$ cat src/rtl/spi_slave_pkg.sv
// Shared SPI mode constants, state encoding and TX-byte selection helper
// for the spi_slave responder.
package spi_slave_pkg;

  localparam bit SPI_CPOL = 1'b0;
  localparam bit SPI_CPHA = 1'b0;
  localparam bit CAPTURE_ON_RISE = (SPI_CPOL == SPI_CPHA);

  localparam logic [7:0] DEFAULT_FILL_BYTE = 8'hFF;

  typedef enum logic {
    ST_IDLE   = 1'b0,
    ST_ACTIVE = 1'b1
  } state_t;

  function automatic logic [7:0] next_tx_byte(input logic       full,
                                              input logic [7:0] data,
                                              input logic [7:0] fill);
    return full ? data : fill;
  endfunction

endpackage

$ cat src/rtl/spi_slave_if.sv
// Byte-level user handshake of spi_slave: TX buffer write, RX byte read, frame status.
interface spi_slave_if;

  logic [7:0] tx_data;
  logic       tx_valid;
  logic       tx_ready;
  logic [7:0] rx_data;
  logic       rx_valid;
  logic       rx_ready;
  logic       busy;

  modport slave (
    input  tx_data, tx_valid, rx_ready,
    output tx_ready, rx_data, rx_valid, busy
  );

  modport master (
    output tx_data, tx_valid, rx_ready,
    input  tx_ready, rx_data, rx_valid, busy
  );

endinterface

$ cat src/rtl/spi_sync_edge.sv
// STAGES-deep synchroniser for an asynchronous pin, with registered
// one-cycle rise/fall pulses derived from the synchronised level.
module spi_sync_edge #(
  parameter int STAGES = 2
) (
  input  logic sys_clk,
  input  logic sys_rst,
  input  logic din,
  output logic dout,
  output logic rise,
  output logic fall
);

  logic [STAGES-1:0] sync_q;
  logic              prev_q;

  // The chain is not reset: a reset during an active frame must not fabricate an edge.
  always_ff @(posedge sys_clk) begin
    sync_q <= {sync_q[STAGES-2:0], din};
    prev_q <= sync_q[STAGES-1];
  end

  always_ff @(posedge sys_clk) begin
    if (sys_rst) begin
      rise <= 1'b0;
      fall <= 1'b0;
    end else begin
      rise <= sync_q[STAGES-1] & ~prev_q;
      fall <= ~sync_q[STAGES-1] & prev_q;
    end
  end

  assign dout = sync_q[STAGES-1];

endmodule

$ cat src/rtl/spi_slave.sv
// SPI mode-0 responder oversampled in sys_clk; byte-wide valid/ready user side.
// Optional sticky error flags when SPI_SLAVE_ERR_EN is defined.
//   state     | meaning
//   ST_IDLE   | deselected; sck edges ignored, miso_oe low
//   ST_ACTIVE | frame in progress; capture mosi on rise, launch miso on fall
module spi_slave
  import spi_slave_pkg::*;
#(
  parameter int         SYNC_STAGES = 2,
  parameter logic [7:0] FILL_BYTE   = DEFAULT_FILL_BYTE
) (
  input  logic       sys_clk,
  input  logic       sys_rst,
  input  logic       sck,
  input  logic       cs_n,
  input  logic       mosi,
  output logic       miso,
  output logic       miso_oe,
`ifdef SPI_SLAVE_ERR_EN
  input  logic       err_clr,
  output logic       err_overrun,
  output logic       err_underrun,
  output logic       err_abort,
`endif
  spi_slave_if.slave usr
);

  logic                   sck_s, sck_rise, sck_fall;
  logic                   cs_s, cs_rise, cs_fall;
  logic [SYNC_STAGES-1:0] mosi_sync_q;
  logic                   mosi_s;
  logic                   capture, launch;

  state_t     state_q;
  logic [2:0] bit_cnt_q;
  logic       reload_q;
  logic       byte_done_q;
  logic [6:0] tx_rest_q;
  logic [7:0] rx_shift_q;
  logic [7:0] tx_buf_q;
  logic       tx_full_q;
  logic [7:0] rx_data_q;
  logic       rx_valid_q;
  logic       busy_q;
  logic       load_tx;
  logic [7:0] load_byte;

  spi_sync_edge #(.STAGES(SYNC_STAGES)) u_sync_sck (
    .sys_clk (sys_clk),
    .sys_rst (sys_rst),
    .din     (sck),
    .dout    (sck_s),
    .rise    (sck_rise),
    .fall    (sck_fall)
  );

  spi_sync_edge #(.STAGES(SYNC_STAGES)) u_sync_cs (
    .sys_clk (sys_clk),
    .sys_rst (sys_rst),
    .din     (cs_n),
    .dout    (cs_s),
    .rise    (cs_rise),
    .fall    (cs_fall)
  );

  always_ff @(posedge sys_clk) begin
    mosi_sync_q <= {mosi_sync_q[SYNC_STAGES-2:0], mosi};
  end
  assign mosi_s = mosi_sync_q[SYNC_STAGES-1];

  // An edge pulse whose level has already reverted is a runt and is dropped.
  assign capture = CAPTURE_ON_RISE ? (sck_rise &  sck_s) : (sck_fall & ~sck_s);
  assign launch  = CAPTURE_ON_RISE ? (sck_fall & ~sck_s) : (sck_rise &  sck_s);

  always_comb begin
    load_tx = 1'b0;
    if (state_q == ST_IDLE) load_tx = cs_fall;
    else                    load_tx = !cs_rise && launch && reload_q;
  end

  assign load_byte = next_tx_byte(tx_full_q, tx_buf_q, FILL_BYTE);

  always_ff @(posedge sys_clk) begin
    if (sys_rst) begin
      state_q     <= ST_IDLE;
      bit_cnt_q   <= 3'd0;
      reload_q    <= 1'b0;
      byte_done_q <= 1'b0;
      tx_rest_q   <= 7'd0;
      rx_shift_q  <= 8'd0;
      tx_buf_q    <= 8'd0;
      tx_full_q   <= 1'b0;
      rx_data_q   <= 8'd0;
      rx_valid_q  <= 1'b0;
      busy_q      <= 1'b0;
      miso        <= 1'b0;
      miso_oe     <= 1'b0;
    end else begin
      busy_q      <= ~cs_s;
      byte_done_q <= 1'b0;

      // A load in the same cycle as a write sees the pre-write buffer state.
      if (load_tx && tx_full_q) begin
        tx_full_q <= 1'b0;
      end else if (usr.tx_valid && !tx_full_q) begin
        tx_full_q <= 1'b1;
        tx_buf_q  <= usr.tx_data;
      end

      if (byte_done_q) begin
        rx_data_q  <= rx_shift_q;
        rx_valid_q <= 1'b1;
      end else if (rx_valid_q && usr.rx_ready) begin
        rx_valid_q <= 1'b0;
      end

      case (state_q)
        ST_IDLE: begin
          if (cs_fall) begin
            state_q   <= ST_ACTIVE;
            miso      <= load_byte[7];
            tx_rest_q <= load_byte[6:0];
            miso_oe   <= 1'b1;
            bit_cnt_q <= 3'd0;
            reload_q  <= 1'b0;
          end
        end
        ST_ACTIVE: begin
          if (cs_rise) begin
            state_q   <= ST_IDLE;
            miso_oe   <= 1'b0;
            bit_cnt_q <= 3'd0;
            reload_q  <= 1'b0;
          end else begin
            if (capture) begin
              rx_shift_q <= {rx_shift_q[6:0], mosi_s};
              bit_cnt_q  <= bit_cnt_q + 3'd1;
              if (bit_cnt_q == 3'd7) begin
                byte_done_q <= 1'b1;
                reload_q    <= 1'b1;
              end
            end
            if (launch) begin
              if (reload_q) begin
                miso      <= load_byte[7];
                tx_rest_q <= load_byte[6:0];
                reload_q  <= 1'b0;
              end else begin
                miso      <= tx_rest_q[6];
                tx_rest_q <= {tx_rest_q[5:0], 1'b0};
              end
            end
          end
        end
        default: state_q <= ST_IDLE;
      endcase
    end
  end

  assign usr.tx_ready = ~tx_full_q;
  assign usr.rx_data  = rx_data_q;
  assign usr.rx_valid = rx_valid_q;
  assign usr.busy     = busy_q;

`ifdef SPI_SLAVE_ERR_EN
  logic ovr_evt, udr_evt, abt_evt;

  assign ovr_evt = byte_done_q && rx_valid_q && !usr.rx_ready;
  assign udr_evt = load_tx && !tx_full_q;
  assign abt_evt = (state_q == ST_ACTIVE) && cs_rise && (bit_cnt_q != 3'd0);

  // Set events win over a simultaneous clear.
  always_ff @(posedge sys_clk) begin
    if (sys_rst) begin
      err_overrun  <= 1'b0;
      err_underrun <= 1'b0;
      err_abort    <= 1'b0;
    end else begin
      err_overrun  <= ovr_evt | (err_overrun  & ~err_clr);
      err_underrun <= udr_evt | (err_underrun & ~err_clr);
      err_abort    <= abt_evt | (err_abort    & ~err_clr);
    end
  end
`endif

endmodule

$ cat src/flat_wrapper.sv
// flat-port wrapper written by rule: the top's interface ports become plain ports
module spi_slave_flat import spi_slave_pkg::*;
#(
  parameter int         SYNC_STAGES = 2,
  parameter logic [7:0] FILL_BYTE   = DEFAULT_FILL_BYTE
)
  (sys_clk, sys_rst, sck, cs_n, mosi, miso, miso_oe, usr_tx_data, usr_tx_valid, usr_rx_ready, usr_tx_ready, usr_rx_data, usr_rx_valid, usr_busy);
  spi_slave_if usr_i ();
  input  logic sys_clk;
  input  logic sys_rst;
  input  logic sck;
  input  logic cs_n;
  input  logic mosi;
  output logic miso;
  output logic miso_oe;
  input wire logic [$bits(usr_i.tx_data)-1:0] usr_tx_data;
  input wire logic [$bits(usr_i.tx_valid)-1:0] usr_tx_valid;
  input wire logic [$bits(usr_i.rx_ready)-1:0] usr_rx_ready;
  output wire logic [$bits(usr_i.tx_ready)-1:0] usr_tx_ready;
  output wire logic [$bits(usr_i.rx_data)-1:0] usr_rx_data;
  output wire logic [$bits(usr_i.rx_valid)-1:0] usr_rx_valid;
  output wire logic [$bits(usr_i.busy)-1:0] usr_busy;
  assign usr_i.tx_data = usr_tx_data;
  assign usr_i.tx_valid = usr_tx_valid;
  assign usr_i.rx_ready = usr_rx_ready;
  assign usr_tx_ready = usr_i.tx_ready;
  assign usr_rx_data = usr_i.rx_data;
  assign usr_rx_valid = usr_i.rx_valid;
  assign usr_busy = usr_i.busy;
  spi_slave #(.SYNC_STAGES(SYNC_STAGES), .FILL_BYTE(FILL_BYTE)) u_core (.sys_clk(sys_clk), .sys_rst(sys_rst), .sck(sck), .cs_n(cs_n), .mosi(mosi), .miso(miso), .miso_oe(miso_oe), .usr(usr_i));
endmodule
$ cat config.mk
export PLATFORM = sky130hd
export DESIGN_NAME = spi_slave_flat
export DESIGN_NICKNAME = d
export VERILOG_FILES = /design/src/rtl/spi_slave_pkg.sv /design/src/rtl/spi_slave_if.sv /design/src/rtl/spi_sync_edge.sv /design/src/rtl/spi_slave.sv /design/src/flat_wrapper.sv
export SDC_FILE = /design/constraint.sdc
export NUM_CORES = 1
export LEC_CHECK = 0
export ABC_AREA = 1
export CORE_MARGIN = 2
export CORE_UTILIZATION = 45
export CTS_BUF_LIST = sky130_fd_sc_hd__clkbuf_4 sky130_fd_sc_hd__clkbuf_8
export DETAILED_ROUTE_END_ITERATION = 10
export PLACE_DENSITY = 0.75
export SYNTH_ARGS = -nofsm -noshare
export SYNTH_HDL_FRONTEND = slang
export SYNTH_SLANG_ARGS = --single-unit
export TNS_END_PERCENT = 30
$ cat constraint.sdc
create_clock -name sys_clk -period 1.4 [get_ports sys_clk]
set_clock_uncertainty 0.1 [all_clocks]
set_input_delay 0.28 -clock sys_clk [delete_from_list [all_inputs] [get_ports sys_clk]]
set_output_delay 0.28 -clock sys_clk [all_outputs]
set_load 0.05 [all_outputs]
==> impl_metrics.json <==
{
  "drv_slew": 0,
  "nNetsFinal": 310,
  "path_max_fanout": 8,
  "core_area_um2": 4320,
  "hold_violations": 0,
  "synth_top_cell_area_share_pct": 53.6,
  "cts_resized": 0,
  "cts_tree": "built",
  "cap_viol_max_count": 0,
  "yosysWarningCount": 0,
  "synth_area_leaders": "dfxtp_1 (54%), nor2_1 (11%), nand2_1 (9.7%)",
  "port_buffers": 27,
  "firstDrtPassIters": 4,
  "rows": 24,
  "dp_cells": 338,
  "p_leak_uw": 0.00120,
  "syn_avg_cell_area_um2": 7.78,
  "ant_nets": 0,
  "grt_max_degree": 37,
  "clk_latency_ns": 0.31,
  "tightestPinTransition_ns": 0.325,
  "antenna_found_initial": 0,
  "avgRoutedWirePerCell_um": 11.4,
  "maxSlewHeadroom_pct": 78.2,
  "synth-edff-count": 0,
  "synth-seq-cells": 54,
  "place_area_um2": 2500,
  "cts_sinks": 54,
  "fin_crit_ns": 1.29,
  "status": "finished, final reports clean",
  "gp_congestion": 0.809,
  "num_vias": 1691,
  "cp-start-kind": "register",
  "ios": 28,
  "cts_buffer_depth": 2,
  "cts_inserted_buffers": 5,
  "finalCritPeriodShare_pct": 92.4,
  "via_per_inst": 4.89,
  "yosysTopAreaCell": "dfxtp_1",
  "hold_path.class": "reg2reg",
  "peakVddDrop_uv": 712,
  "ctsHoldBuffers": 0,
  "timing_worst_setup_path_type": "reg2reg",
  "route.detailed.drc": 0,
  "yosys-top-cells-count": "nor2_1 (60), dfxtp_1 (54), nand2_1 (52)",
  "finalSetupViolCount": 0,
  "grt_pass1_wl_um": 7110,
  "critPathRequiredTime_ns": 1.51,
  "dieArea_um2": 5030,
  "syn_to_final_growth_pct": 29.9,
  "htree_levels": 2,
  "final_cells": 346,
  "gr-total-overflow": 0,
  "crit_arrival_ns": 1.41,
  "rsz0062_at_grt": "false",
  "synth-main-ff-cell": "dfxtp_1",
  "start_util_pct": 46.6,
  "synthCells": 259,
  "wirelength_um": 3960,
  "crit_path_end_kind": "register",
  "post_cts_buffers": 0,
  "fmax_ghz": 0.773,
  "root_buffer": "clkbuf_8",
  "place.detailed.hpwl_um": 2760,
  "final_cell_area_um2": 2620,
  "grt_pass1_vias": 1659,
  "syn_area_um2": 2020,
  "clk_pin_slew_worst_paths_ns": 0.09,
  "power-per-cell-area_nw_per_um2": 1130,
  "antenna_cells": 0,
  "final_layout_size_suffix_gt1_share_pct": 14.6,
  "die_h_um": 70.9,
  "drtIter0Drc": 91,
  "grt_usage_pct": 17.7,
  "synth.most_common_cell": "nor2_1",
  "ys_types": 23,
  "syn-num-nets": 276,
  "ys_seq_area_share_pct": 53.6,
  "die_w_um": 70.9,
  "async_reset_ff_share_pct": 0
}
==> logic make-up (layout without fill, tap and decap cells) <==
kind of cell / Yosys count / in the layout / synth area share (%)
simple gates: 132 / 132 / 28.0
flops: 54 / 54 / 53.6
compound gates: 42 / 42 / 10.9
buf+inv: 29 / 64 / 6.21
fa+ha+maj: 2 / 2 / 1.24
==> cells in the final DEF, fill, tap and decap left out, drive strengths merged <==
master,synthesis,layout
nand3,2,2
clkinv,1,1
o21ai,27,27
ha,2,2
nand3b,7,7
bufinv,0,1
clkdlybuf4s50,0,14
nor2,63,63
nand2,58,58
a21oi,14,14
a21boi,1,1
dfxtp,54,54
clkbuf,3,7
nor3,2,2
inv,21,21
buf,4,20
==> path summary, 6_finish.rpt <==
kind                                                    endpoint  slack (ns)                           from  cells after the start
worst min register to register     u_core.mosi_sync_q[1]$_DFF_P_        0.24  u_core.mosi_sync_q[0]$_DFF_P_                      0
worst min-delay path               u_core.mosi_sync_q[1]$_DFF_P_        0.24  u_core.mosi_sync_q[0]$_DFF_P_                      0
worst max-delay path            u_core.tx_rest_q[0]$_SDFFE_PP0P_        0.11      u_core.state_q$_SDFF_PP0_                      7
worst max register to register  u_core.tx_rest_q[0]$_SDFFE_PP0P_        0.11      u_core.state_q$_SDFF_PP0_                      7
==> power breakdown <==
part	internal (uW)	switching (uW)	leakage (uW)	total, uW
Combinational	133	156	0.000701	289
Clock	574	478	0.0000593	1050
Sequential	1590	30.0	0.000442	1620
Total	2300	664	0.00120	2960
==> worst max-delay path, cell delays in order (launching register included) <==
cell,delay [ns]
dfxtp_1,0.48
inv_1,0.13
nor2_4,0.14
nand2_4,0.10
nand2_1,0.10
nand2_1,0.05
nand2_1,0.05
nor2_1,0.03
==> per-stage QoR <==
step / hold WS (ns) / worst slack (ns) / power (uW) / TNS, ns / util (%)
floorplan: 0.208 / 0.0633 / 1830 / 0 / -
global placement: 0.211 / 0.00107 / 1940 / 0 / 57.9
detailed placement: 0.218 / -0.0392 / 1950 / -0.244 / 57.9
CTS: 0.239 / 0.105 / 2990 / 0 / 60.5
global route: 0.241 / 0.00764 / 3080 / 0 / 60.5
finish: 0.236 / 0.107 / 2960 / 0 / 60.5
==> state kept, by name, summed over array words and instances, names as in the netlist, 2 cells and up <==
register / cells
u_core.rx_shift_q: 8
u_core.tx_buf_q: 8
u_core.usr.rx_data: 8
u_core.tx_rest_q: 7
u_core.bit_cnt_q: 3
u_core.mosi_sync_q: 2
u_core.u_sync_cs.sync_q: 2
u_core.u_sync_sck.sync_q: 2
==> routing by layer <==
layer / global-route usage (%) / up-vias / wire length, um
li1: - / 874 / -
met5: 0 / - / 0
met4: 10.5 / 0 / 89
met1: 21.9 / 778 / 1870
met3: 3.56 / 7 / 169
met2: 28.6 / 32 / 1830
==> cell type report <==
| type | count | area [um^2] |
|---|---|---|
| Fill cell | 393 | 1710 |
| Clock inverter | 1 | 30.0 |
| Timing Repair Buffer | 34 | 465 |
| Sequential cell | 54 | 1080 |
| Inverter | 22 | 82.6 |
| Tap cell | 52 | 65.1 |
| Clock buffer | 7 | 83.8 |
| Multi-Input combinational cell | 176 | 810 |
(Power assumes the default switching activity.)
